`config.mk`:
```
export PLATFORM = sky130hd
export DESIGN_NAME = arm_fetch_unit
export DESIGN_NICKNAME = d
export VERILOG_FILES = /design/src/rtl/arm_fetch_unit.sv
export SDC_FILE = /design/constraint.sdc
export NUM_CORES = 1
export LEC_CHECK = 0
export CAP_MARGIN = 20
export CORE_UTILIZATION = 49
export DETAILED_ROUTE_END_ITERATION = 16
export GPL_TIMING_DRIVEN = 0
export HOLD_SLACK_MARGIN = 0.02
export PLACE_DENSITY = 0.76
export SLEW_MARGIN = 15
export SYNTH_ARGS = -nofsm -noshare
export SYNTH_HDL_FRONTEND = slang
export SYNTH_SLANG_ARGS = --single-unit
```
`constraint.sdc`:
```
create_clock -name clk -period 2.95 [get_ports clk]
set_input_delay 0.4425 -clock clk [delete_from_list [all_inputs] [get_ports clk]]
set_output_delay 0.4425 -clock clk [all_outputs]
set_load 0.01 [all_outputs]
```
`src/rtl/arm_fetch_unit.sv`:
```
// arm_fetch_unit: instruction-side reader for port 0 of the unified memory.
// It issues word-aligned reads, queues the returned words in a prefetch FIFO,
// and hands them to decode over a valid/ready handshake.
//
// Handshake: a head entry is offered while instr_valid=1 and is consumed on
// any posedge where instr_valid && instr_ready. While instr_ready=0 the head
// outputs hold. A redirect in the same cycle takes priority and the pop is
// ignored.
//
// Optional build macro FETCH_STATS_EN adds the stat_fetched/stat_flushed
// counters and their ports.
module arm_fetch_unit #(
  parameter logic [31:0] RESET_PC = 32'h0000_0000,
  parameter int          DEPTH    = 4
) (
  input  logic        clk,
  input  logic        rst_n,
  input  logic        fetch_en,
  output logic [31:0] mem_addr,
  output logic        mem_we,
  output logic [31:0] mem_wdata,
  input  logic [31:0] mem_rdata,
  input  logic        mem_excpt,
  input  logic        redirect,
  input  logic [31:0] redirect_pc,
  output logic        instr_valid,
  input  logic        instr_ready,
  output logic [31:0] instr,
  output logic [31:0] instr_pc,
  output logic        instr_fault,
  output logic        halted
`ifdef FETCH_STATS_EN
  ,
  output logic [31:0] stat_fetched,
  output logic [31:0] stat_flushed
`endif
);

  localparam int PW = (DEPTH > 1) ? $clog2(DEPTH) : 1;
  localparam int CW = $clog2(DEPTH) + 1;

  typedef enum logic {
    ST_RUN   = 1'b0,
    ST_FAULT = 1'b1
  } state_t;

  state_t        state_q;
  logic          halted_q;
  logic [31:0]   pc_q;
  logic          inflight_q;
  logic          infl_epoch_q;
  logic [31:0]   infl_pc_q;
  logic          epoch_q;
  logic [CW-1:0] count_q;
  logic [PW-1:0] rd_ptr_q;
  logic [PW-1:0] wr_ptr_q;

  logic [31:0]   data_mem  [DEPTH];
  logic [31:0]   pc_mem    [DEPTH];
  logic          fault_mem [DEPTH];

  logic          resp_live;
  logic          push;
  logic          pop;
  logic          issue;
  logic [CW:0]   occupancy;

  // The low address bits of a redirect target are discarded by design.
  logic          unused_redirect_lsbs;
  assign unused_redirect_lsbs = ^redirect_pc[1:0];

  // A returning read is kept only if no redirect has happened since it issued
  // and the unit has not faulted in the meantime.
  assign resp_live = inflight_q && (infl_epoch_q == epoch_q) && (state_q == ST_RUN);
  assign push      = resp_live && !redirect;
  assign pop       = instr_valid && instr_ready && !redirect;

  // Reserve a FIFO slot for every outstanding read so a response always fits.
  assign occupancy = {1'b0, count_q} + {{CW{1'b0}}, inflight_q};
  assign issue     = (state_q == ST_RUN) && fetch_en && !redirect &&
                     (occupancy < (CW+1)'(DEPTH));

  assign mem_addr    = pc_q;
  assign mem_we      = 1'b0;
  assign mem_wdata   = 32'h0;
  assign instr_valid = (count_q != '0);
  assign instr       = instr_valid ? data_mem[rd_ptr_q]  : 32'h0;
  assign instr_pc    = instr_valid ? pc_mem[rd_ptr_q]    : 32'h0;
  assign instr_fault = instr_valid ? fault_mem[rd_ptr_q] : 1'b0;
  assign halted      = halted_q;

  // Control FSM: fetch pointer, in-flight tracking, FIFO bookkeeping, RUN/FAULT.
  always_ff @(posedge clk or negedge rst_n) begin
    if (!rst_n) begin
      state_q      <= ST_RUN;
      halted_q     <= 1'b0;
      pc_q         <= {RESET_PC[31:2], 2'b00};
      inflight_q   <= 1'b0;
      infl_epoch_q <= 1'b0;
      infl_pc_q    <= 32'h0;
      epoch_q      <= 1'b0;
      count_q      <= '0;
      rd_ptr_q     <= '0;
      wr_ptr_q     <= '0;
    end else begin
      inflight_q <= issue;
      if (issue) begin
        infl_pc_q    <= pc_q;
        infl_epoch_q <= epoch_q;
      end
      if (redirect) begin
        pc_q     <= {redirect_pc[31:2], 2'b00};
        epoch_q  <= ~epoch_q;
        state_q  <= ST_RUN;
        halted_q <= 1'b0;
        count_q  <= '0;
        rd_ptr_q <= '0;
        wr_ptr_q <= '0;
      end else begin
        if (issue) pc_q <= pc_q + 32'd4;
        if (push && mem_excpt) begin
          state_q  <= ST_FAULT;
          halted_q <= 1'b1;
        end
        if (push) wr_ptr_q <= wr_ptr_q + PW'(1);
        if (pop)  rd_ptr_q <= rd_ptr_q + PW'(1);
        count_q <= count_q + CW'(push) - CW'(pop);
      end
    end
  end

  // FIFO storage: write the returning word with its address and fault tag.
  always_ff @(posedge clk) begin
    if (push) begin
      data_mem[wr_ptr_q]  <= mem_rdata;
      pc_mem[wr_ptr_q]    <= infl_pc_q;
      fault_mem[wr_ptr_q] <= mem_excpt;
    end
  end

`ifdef FETCH_STATS_EN
  logic [31:0] fetched_q;
  logic [31:0] flushed_q;
  logic [CW:0] flush_amt;

  assign flush_amt    = {1'b0, count_q} + {{CW{1'b0}}, resp_live};
  assign stat_fetched = fetched_q;
  assign stat_flushed = flushed_q;

  // Statistics: accepted pops, and entries/live reads thrown away by redirects.
  always_ff @(posedge clk or negedge rst_n) begin
    if (!rst_n) begin
      fetched_q <= 32'h0;
      flushed_q <= 32'h0;
    end else begin
      if (pop)      fetched_q <= fetched_q + 32'd1;
      if (redirect) flushed_q <= flushed_q + 32'(flush_amt);
    end
  end
`endif

endmodule
```
-- Word-level counts from Yosys, hierarchy flattened
Memory sizes are Yosys's and may differ from the RTL's.
Cells that the tools add are included.
- output and inout bits: 132
- word-level logic and storage cells: 51
- memory bits (writable): 260
- memories: 3
- flip-flop bits (word level): 75
- input bits: 70
- reduce and logical (&&, ||, !) cells: 15
- multiplexer cells: 14
- bitwise gates (word level): 2
- equal/unequal tests: 1
- $lt $le $gt $ge: 1
- add/sub/neg operators: 6
- memories (memory ; depth ; width ; read ports ; clocked after Yosys merged registers in ; wr ports ; line ; source):
    data_mem ; 4 ; 32 ; 1 ; 0 ; 1 ; 58 ; logic [31:0] data_mem [DEPTH];
    pc_mem ; 4 ; 32 ; 1 ; 0 ; 1 ; 59 ; logic [31:0] pc_mem [DEPTH];
    fault_mem ; 4 ; 1 ; 1 ; 0 ; 1 ; 60 ; logic fault_mem [DEPTH];
- operators with widths (cell ; count):
    2-to-1 mux 32 bit ; 4
    adder 32 x 3 -> 32 bit (second input constant) ; 1
    logical AND 1 bit ; 9
    2-to-1 mux 2 bit ; 4
    nonzero test 2 bit ; 4
    2-to-1 mux 1 bit ; 5
    adder 2 x 1 -> 2 bit (second input constant) ; 2
    adder 3 x 1 -> 4 bit ; 1
    less-than comparator 4 x 3 -> 1 bit (second input constant) ; 1
    adder 3 x 1 -> 3 bit ; 1
    2-to-1 mux 3 bit ; 1
    nonzero test 3 bit ; 1
    subtractor 3 x 1 -> 3 bit ; 1
    NOT 1 bit ; 2
    equality test 1 bit ; 1
    zero test 1 bit ; 1

-- Depth between registers and ports, before layout
Gate-level depths: netlist of run 1.
- depth in word-level cells: 7
- gate-level depth with buffers: 11
- gate-level depth less buffers: 11

-- Least setup slack after synthesis of run 1
OpenSTA, ideal clock, no wires.
- kind: input-to-reg
- start point: input port redirect
- end point: memory data_mem[0][0] (enable)
- data required time: 2522 ps
- setup slack: 22 ps
- data arrival time: 2500 ps
- buffers on the path: 2
- setup time: 428 ps
- stages: 4
- cells stage by stage: clkbuf_1 > clkbuf_1 > nor2_1 > and2_1
- longest elaborated chain between the ends: 4
- RTL lines (item ; line ; source):
    from (decl) ; 24 ; input logic redirect,
    zero test 1 bit ; 75 ; assign push = resp_live && !redirect;
    logical AND 1 bit ; 75 ;
    2-to-1 mux 1 bit ; 134 ; if (push) begin
    2-to-1 mux 1 bit (not written as such) ; 135 ; data_mem[wr_ptr_q] <= mem_rdata;
    to (decl) ; 58 ;
No other way between the ends.

-- Worst setup path after layout of run 1
- start point: register count_q[1]
- end point: output port instr_pc[8]
- longest elaborated chain between the ends: 2
- RTL lines (item ; line ; source):
    from (decl) ; 54 ; logic [CW-1:0] count_q;
    from (signal assigned) ; 127 ; count_q <= count_q + CW'(push) - CW'(pop);
    nonzero test 3 bit ; 86 ; assign instr_valid = (count_q != '0);
    2-to-1 mux 32 bit ; 88 ; assign instr_pc = instr_valid ? pc_mem[rd_ptr_q] : 32'h0;
    to (decl) ; 29 ; output logic [31:0] instr_pc,
No other way between the ends.

==> impl_metrics.py, run 1 <==
metrics = {
    "sta": {
        "slew_headroom": 0.500,
        "worstMarginPinSlew_ns": 0.750,
        "period_minus_slack_ns": 2.88,
        "max_freq_ghz": 0.348,
        "slew_violations": 0,
        "timing.final.hold_violations": 0,
        "post-route-period-util": 0.975,
        "skew_ns": 0.0153,
        "setup_viol": 0,
    },
    "synthesis": {
        "yosys-top-cells-area": "edfxtp_1 (56%), dfrtp_1 (13%), mux4_2 (11%), and2_1 (3.2%), mux2_2 (2.6%)",
        "yosys.area.top_type": "edfxtp_1",
        "yosys_warnings": 0,
        "yosysSeqAreaShare": 0.693,
        "netlist_area_mm2": 0.0135,
        "syn_inst": 791,
        "synth-seq-cells": 323,
        "syn_avg_cell_area_um2": 17.0,
        "synth_top_area_share": 0.561,
        "ys_types": 46,
    },
    "setup_path": {
        "r2r_start": "count_q[1]",
        "rrSetupSlack_ns": 0.44,
        "cp_max_fo": 10,
        "start_kind": "flop",
        "critical_path_class": "flop to output pin",
        "arrival_ns": 2.43,
        "cpPeakStageDelay_ns": 0.47,
        "cp.required_ns": 2.51,
        "path_cells": "or3_1 -> clkbuf_8 -> clkbuf_4 -> and2_1 -> clkdlybuf4s50_1",
        "cp-end-kind": "output pin",
        "regToRegEndpoint": "count_q[2]",
        "r2r_cells": 11,
        "cp_slowest_cell": "clkdlybuf4s50_1",
    },
    "global_routing": {
        "grt_overflow": 0,
        "grt_pass1_wl_um": 45600,
        "grt_pass1_vias": 7869,
        "grt.total_usage": 0.213,
        "grt_max_degree": 51,
        "antenna_found_initial": 0,
    },
    "power_and_ir_drop": {
        "p_per_area_mw_per_mm2": 817,
        "vdd_drop_max_mv": 0.503,
        "power_leakage_nw": 6.03,
    },
    "placement": {
        "gp_congestion": 0.890,
        "hpwl_um": 18700,
        "io_buffers": 161,
        "postPlaceCellArea_mm2": 0.0158,
    },
    "final_layout": {
        "post-route-cell-area_mm2": 0.0170,
        "most-common-layout-cells": "edfxtp_1 (252), clkdlybuf4s50_1 (151), dfrtp_1 (69)",
        "drive_gt1_frac": 0.221,
        "fillers": 1940,
        "fin_nets": 1108,
        "layout_commonest_cell": "edfxtp_1",
        "final_core_util": 0.632,
        "area_growth_pct": 26.2,
        "diodes": 0,
    },
    "clock_network": {
        "cts_max_level": 2,
        "clk_pin_slew_ns": 0.06,
        "cts_made_buffers": 34,
        "clk_latency_ns": 0.50,
        "cts.sinks": 323,
        "clock_path_buffers": 3,
        "root_buffer": "clkbuf_16",
        "cts_tree": "yes",
    },
    "worst_hold_path": {
        "holdCritPathClass": "primary input to asynchronous set/reset pin",
    },
    "floorplan": {
        "fp.dieArea_mm2": 0.0282,
        "core_mm2": 0.0270,
        "initial_utilization": 0.500,
        "rows": 60,
        "die_h_um": 168,
        "die_x_um": 168,
        "boundaryPins": 202,
    },
    "run": {
        "cap_viol_max_count": 0,
    },
    "outcome": {
        "status": "complete, no violations",
    },
    "detailed_routing": {
        "drc_errors": 0,
        "vias_per_cell": 5.65,
        "ant_nets": 0,
        "drtIter0Drc": 643,
        "wire_per_inst_um": 20.8,
        "drt-total-wl_um": 29100,
        "vias": 7886,
        "drtPass1Iterations": 5,
    },
}
-- registers in the layout, indices dropped and copies added (netlist names), 2 cells and up --
register   flops
fault_mem      4
wr_ptr_q       2
rd_ptr_q       2
mem_addr      30
count_q        3
data_mem     128
infl_pc_q     30
pc_mem       120
-- synthesized netlist by cell type (all sizes together) --
master / instances
edfxtp: 252
dfrtp: 71
and2: 70
mux4: 63
buf: 57
mux2: 31
clkbuf: 26
nand2: 26
nor2: 25
nand3: 14
or4: 14
a31oi: 13
o311ai: 11
nand4: 10
or2: 10
ha: 8
inv: 8
nor2b: 8
o31ai: 8
o211ai: 7
o41ai: 7
o31a: 6
and3: 5
o21ai: 5
and4: 4
nand2b: 4
nor4: 4
or3: 4
xnor2: 4
xor2: 3
mux2i: 2
nand3b: 2
a221o: 1
a2bb2oi: 1
conb: 1
fa: 1
nand4b: 1
nor3b: 1
o2bb2ai: 1
o41a: 1
or4b: 1
-- per-layer routing --
layer	vias to the layer above	part of all wire	track usage
met1	3984	0.42	0.299
met3	55	0.072	0.0355
met2	334	0.49	0.347
met5	-	0	0
li1	3513	-	-
met4	0	0.019	0.0586
-- logic make-up (layout without fill, tap and decap cells) --
family,Yosys count,count (layout),synth area share
compound gates,61,61,0.0347
xor+xnor,7,7,0.00455
fa+ha+maj,9,9,0.00891
buf+inv,91,319,0.0387
flops,323,323,0.693
mux,96,96,0.133
other cells,1,37,0.000278
simple gates,203,203,0.0873
-- report_power, final --
group | switching (mW) | internal [mW]
registers | 0.395 | 5.55
logic | 1.70 | 2.15
clock network | 1.66 | 2.45
-- repair_timing --
item,CTS,global route
setup endpoints to repair,59,47
hold buffers,1,0
setup buffers,0,0
gates resized for setup,31,23
hold endpoints to repair,39,0
-- critical path, delay by kind of cell, from the launching register on --
kind                   cells  cell delay, ns
buffers and inverters      3            0.88
and+or+nand+nor            2            0.61
DFF                        1            0.44
-- how the worst max path moves through the flow --
| stage | startpoint | endpoint | slack (ns) | cells past startpoint |
|---|---|---|---|---|
| 4_1_cts | rd_ptr_q[0] | instr_pc[12] | -0.007 | 5 |
| 2_1_floorplan | redirect | data_mem[0][0] | 0.02 | 4 |
| 6_report | count_q[1] | instr_pc[8] | 0.07 | 5 |
| 3_5_place_dp | redirect | count_q[2] | -0.11 | 11 |
| 3_3_place_gp | redirect | data_mem[0][28] | -1.46 | 4 |
| 5_1_grt | rd_ptr_q[0] | instr_pc[24] | -0.0009 | 5 |
-- layout make-up --
cell class,instances,area (µm²),share of cell area
Sequential cell,323,9350,0.549
Multi-Input combinational cell,413,3760,0.221
Timing Repair Buffer,167,1760,0.104
Clock buffer,49,1000,0.0588
Buffer,82,599,0.0352
Tap cell,341,427,0.0251
Clock inverter,13,90.1,0.00529
Inverter,8,30.0,0.00176
-- per-stage QoR --
| step | TNS (ns) | std cells | hold WS (ns) | setup slack (ns) | power (mW) |
|---|---|---|---|---|---|
| 3_3_place_gp | -439.24 | 1329 | 0.489 | -1.46 | 9.69 |
| 6_report | 0 | 1396 | 0.471 | 0.0743 | 13.9 |
| 2_1_floorplan | 0 | 827 | 0.147 | 0.0224 | 8.00 |
| 4_1_cts | -0.0324 | 1396 | 0.477 | -0.00710 | 14.0 |
| 3_5_place_dp | -1.31 | 1334 | 0.472 | -0.115 | 9.77 |
| 5_1_grt | -0.000861 | 1396 | 0.524 | -0.000861 | 14.5 |
Note: power is estimated with default switching activity, not from simulation.
==> run 2: changes to the inputs <==
CORE_UTILIZATION = 58   (was 49)
PLACE_DENSITY = 0.85   (was 0.76)
clock period = 3.62 ns   (was 2.95 ns; I/O delays follow)
==> run 2 against run 1 <==
Final cell count down 4.2%. Register-to-register slack gained 0.58 ns. Final area down 0.51%. Count of clock-buffer cells in the layout fell by 4. Via count increased by 1.4%. Global-route usage grew 3.6 points. Sequential share of layout area rose by 0.27 points. Power is 17% lower. Combinational power decreased by 23%. Core utilization is 11 points higher. Largest cell class unchanged.
==> impl_metrics.py, run 2 (synthesis results as in run 1) <==
metrics = {
    "final_layout": {
        "most-common-layout-cells": "edfxtp_1 (252), clkdlybuf4s50_1 (160), dfrtp_1 (71)",
        "area_growth_pct": 25.6,
        "largest_reg_flops": 128,
        "fin_nets": 1106,
        "drive_gt1_frac": 0.214,
        "diodes": 0,
        "largestRegisters": "data_mem (128), pc_mem (120)",
        "finalNonFillerCells": 1338,
        "layout_commonest_cell": "edfxtp_1",
        "regMostFlops": "data_mem",
        "fillers": 1363,
    },
    "sta": {
        "slew_violations": 0,
        "timing.final.hold_violations": 0,
        "setup_slack_ns": 0.237,
        "period_minus_slack_ns": 3.38,
        "post-route-period-util": 0.935,
        "rsz0062_at_grt": "false",
        "slew_headroom": 0.410,
        "worstMarginPinSlew_ns": 0.885,
        "skew_ns": 0.0185,
        "max_freq_ghz": 0.296,
        "setup_viol": 0,
    },
    "setup_path": {
        "cpPeakStageDelay_ns": 0.72,
        "crit_buf_inv": 2,
        "cp.required_ns": 3.08,
        "r2r_cells": 10,
        "regToRegEndpoint": "count_q[2]",
        "critical_path_class": "flop to output pin",
        "arrival_ns": 2.84,
        "rrSetupSlack_ns": 1.02,
        "cp-end-kind": "output pin",
        "path_cells": "buf_1 -> mux4_2 -> and2_1 -> clkdlybuf4s50_1",
        "critPathTopFamily": "buffers and inverters",
        "r2r_start": "count_q[1]",
        "cp_slowest_cell": "dfrtp_1",
        "cp_max_fo": 10,
        "start_kind": "flop",
    },
    "floorplan": {
        "fp.dieArea_mm2": 0.0239,
        "die_x_um": 154,
        "boundaryPins": 202,
        "rows": 55,
        "core_mm2": 0.0227,
        "initial_utilization": 0.594,
        "die_h_um": 154,
    },
    "clock_network": {
        "clock_path_buffers": 3,
        "clk_latency_ns": 0.50,
        "root_buffer": "clkbuf_16",
        "cts_tree": "yes",
        "cts_made_buffers": 34,
        "hold_buffers": 0,
        "cts_max_level": 2,
        "clk_pin_slew_ns": 0.07,
        "cts.sinks": 323,
    },
    "global_routing": {
        "grt_pass1_wl_um": 44900,
        "grt_overflow": 0,
        "grt.total_usage": 0.249,
        "grt_pass1_vias": 8070,
        "grt_max_degree": 47,
        "antenna_found_initial": 0,
    },
    "detailed_routing": {
        "drtIter0Drc": 700,
        "drtPass1Iterations": 5,
        "drc_errors": 0,
        "wire_per_inst_um": 21.7,
        "drt-total-wl_um": 29000,
        "ant_nets": 0,
        "vias": 7994,
        "vias_per_cell": 5.97,
    },
    "power_and_ir_drop": {
        "vdd_drop_max_mv": 0.534,
        "power.total_mw": 11.5,
        "power_leakage_nw": 5.88,
        "p_per_area_mw_per_mm2": 681,
    },
    "placement": {
        "io_buffers": 161,
        "dp.cells": 1278,
        "place_ws_ns": 0.532,
        "hpwl_um": 18300,
        "gp_congestion": 0.901,
    },
    "run": {
        "cap_viol_max_count": 0,
    },
    "worst_hold_path": {
        "holdCritPathClass": "primary input to asynchronous set/reset pin",
    },
    "outcome": {
        "status": "complete, no violations",
    },
}
## run 2: cell count changes in the layout (fill, tap and decap cells not counted), sizes merged, moves of 2 or more
cell,before,now
bufinv,1,6
dlymetal6s2s,9,0
clkinvlp,1,3
clkdlybuf4s50,151,160
buf,67,63
clkinv,10,8
## run 2: layout make-up
class	instances	area [µm²]	share of cell area
flip-flops and latches	323	9340	0.552
multi-input cells	413	3760	0.222
repair buffers	166	1740	0.103
clock buffers	45	976	0.0576
plain buffers	81	487	0.0287
well taps	285	357	0.0211
clock inverters	17	238	0.0140
inverters	8	30.0	0.00177
## run 2: worst max path at each step
| stage | startpoint | endpoint | slack (ns) | depth (start not counted) |
|---|---|---|---|---|
| 2_1_floorplan | redirect | data_mem[0][0] | 0.59 | 4 |
| 3_3_place_gp | redirect | data_mem[0][24] | -0.68 | 4 |
| 3_5_place_dp | redirect | count_q[2] | 0.53 | 11 |
| 4_1_cts | rd_ptr_q[1] | instr[4] | 0.01 | 5 |
| 5_1_grt | rd_ptr_q[0] | instr_pc[6] | 0.06 | 5 |
| 6_report | rd_ptr_q[1] | instr[4] | 0.24 | 4 |
## run 2: timing repair
action                                  in CTS  in global routing
pin swaps                                    0                  0
endpoints found under the setup margin       2                 39
setup buffers                                0                  0
resized for setup                            2                  0
## run 2: routing by layer
layer	part of all wire	track usage
met5	0	0
met4	0.026	0.0778
met3	0.080	0.0507
met2	0.50	0.419
met1	0.39	0.329
## run 2: worst reg2reg max path, stage by stage, from the launching register on
cell and delay, ns:
dfrtp_1 0.44, or3_1 0.67, nand2_1 0.22, nor2_1 0.06, ha_1 0.30, inv_1 0.05, ha_1 0.12, inv_1 0.04
fa_1 0.37, xnor2_1 0.16, nor2_1 0.05
## run 2: report_power, final
group / leakage [nW] / internal, mW / switching, mW
combinational: 2.18 / 1.64 / 1.35
sequential: 3.11 / 4.52 / 0.324
clock: 0.585 / 2.33 / 1.38
total: 5.88 / 8.48 / 3.05
## run 2: metrics by stage
stage | util | hold WS, ns | TNS [ns] | instance area (µm²)
3_3_place_gp | 0.686 | 0.487 | -204.09 | 15600
4_1_cts | 0.746 | 0.0329 | 0 | 16900
5_1_grt | 0.746 | 0.0554 | 0 | 16900
6_report | 0.746 | 0.0256 | 0 | 16900
3_5_place_dp | 0.692 | 0.505 | 0 | 15700
2_1_floorplan | - | 0.247 | 0 | 13600
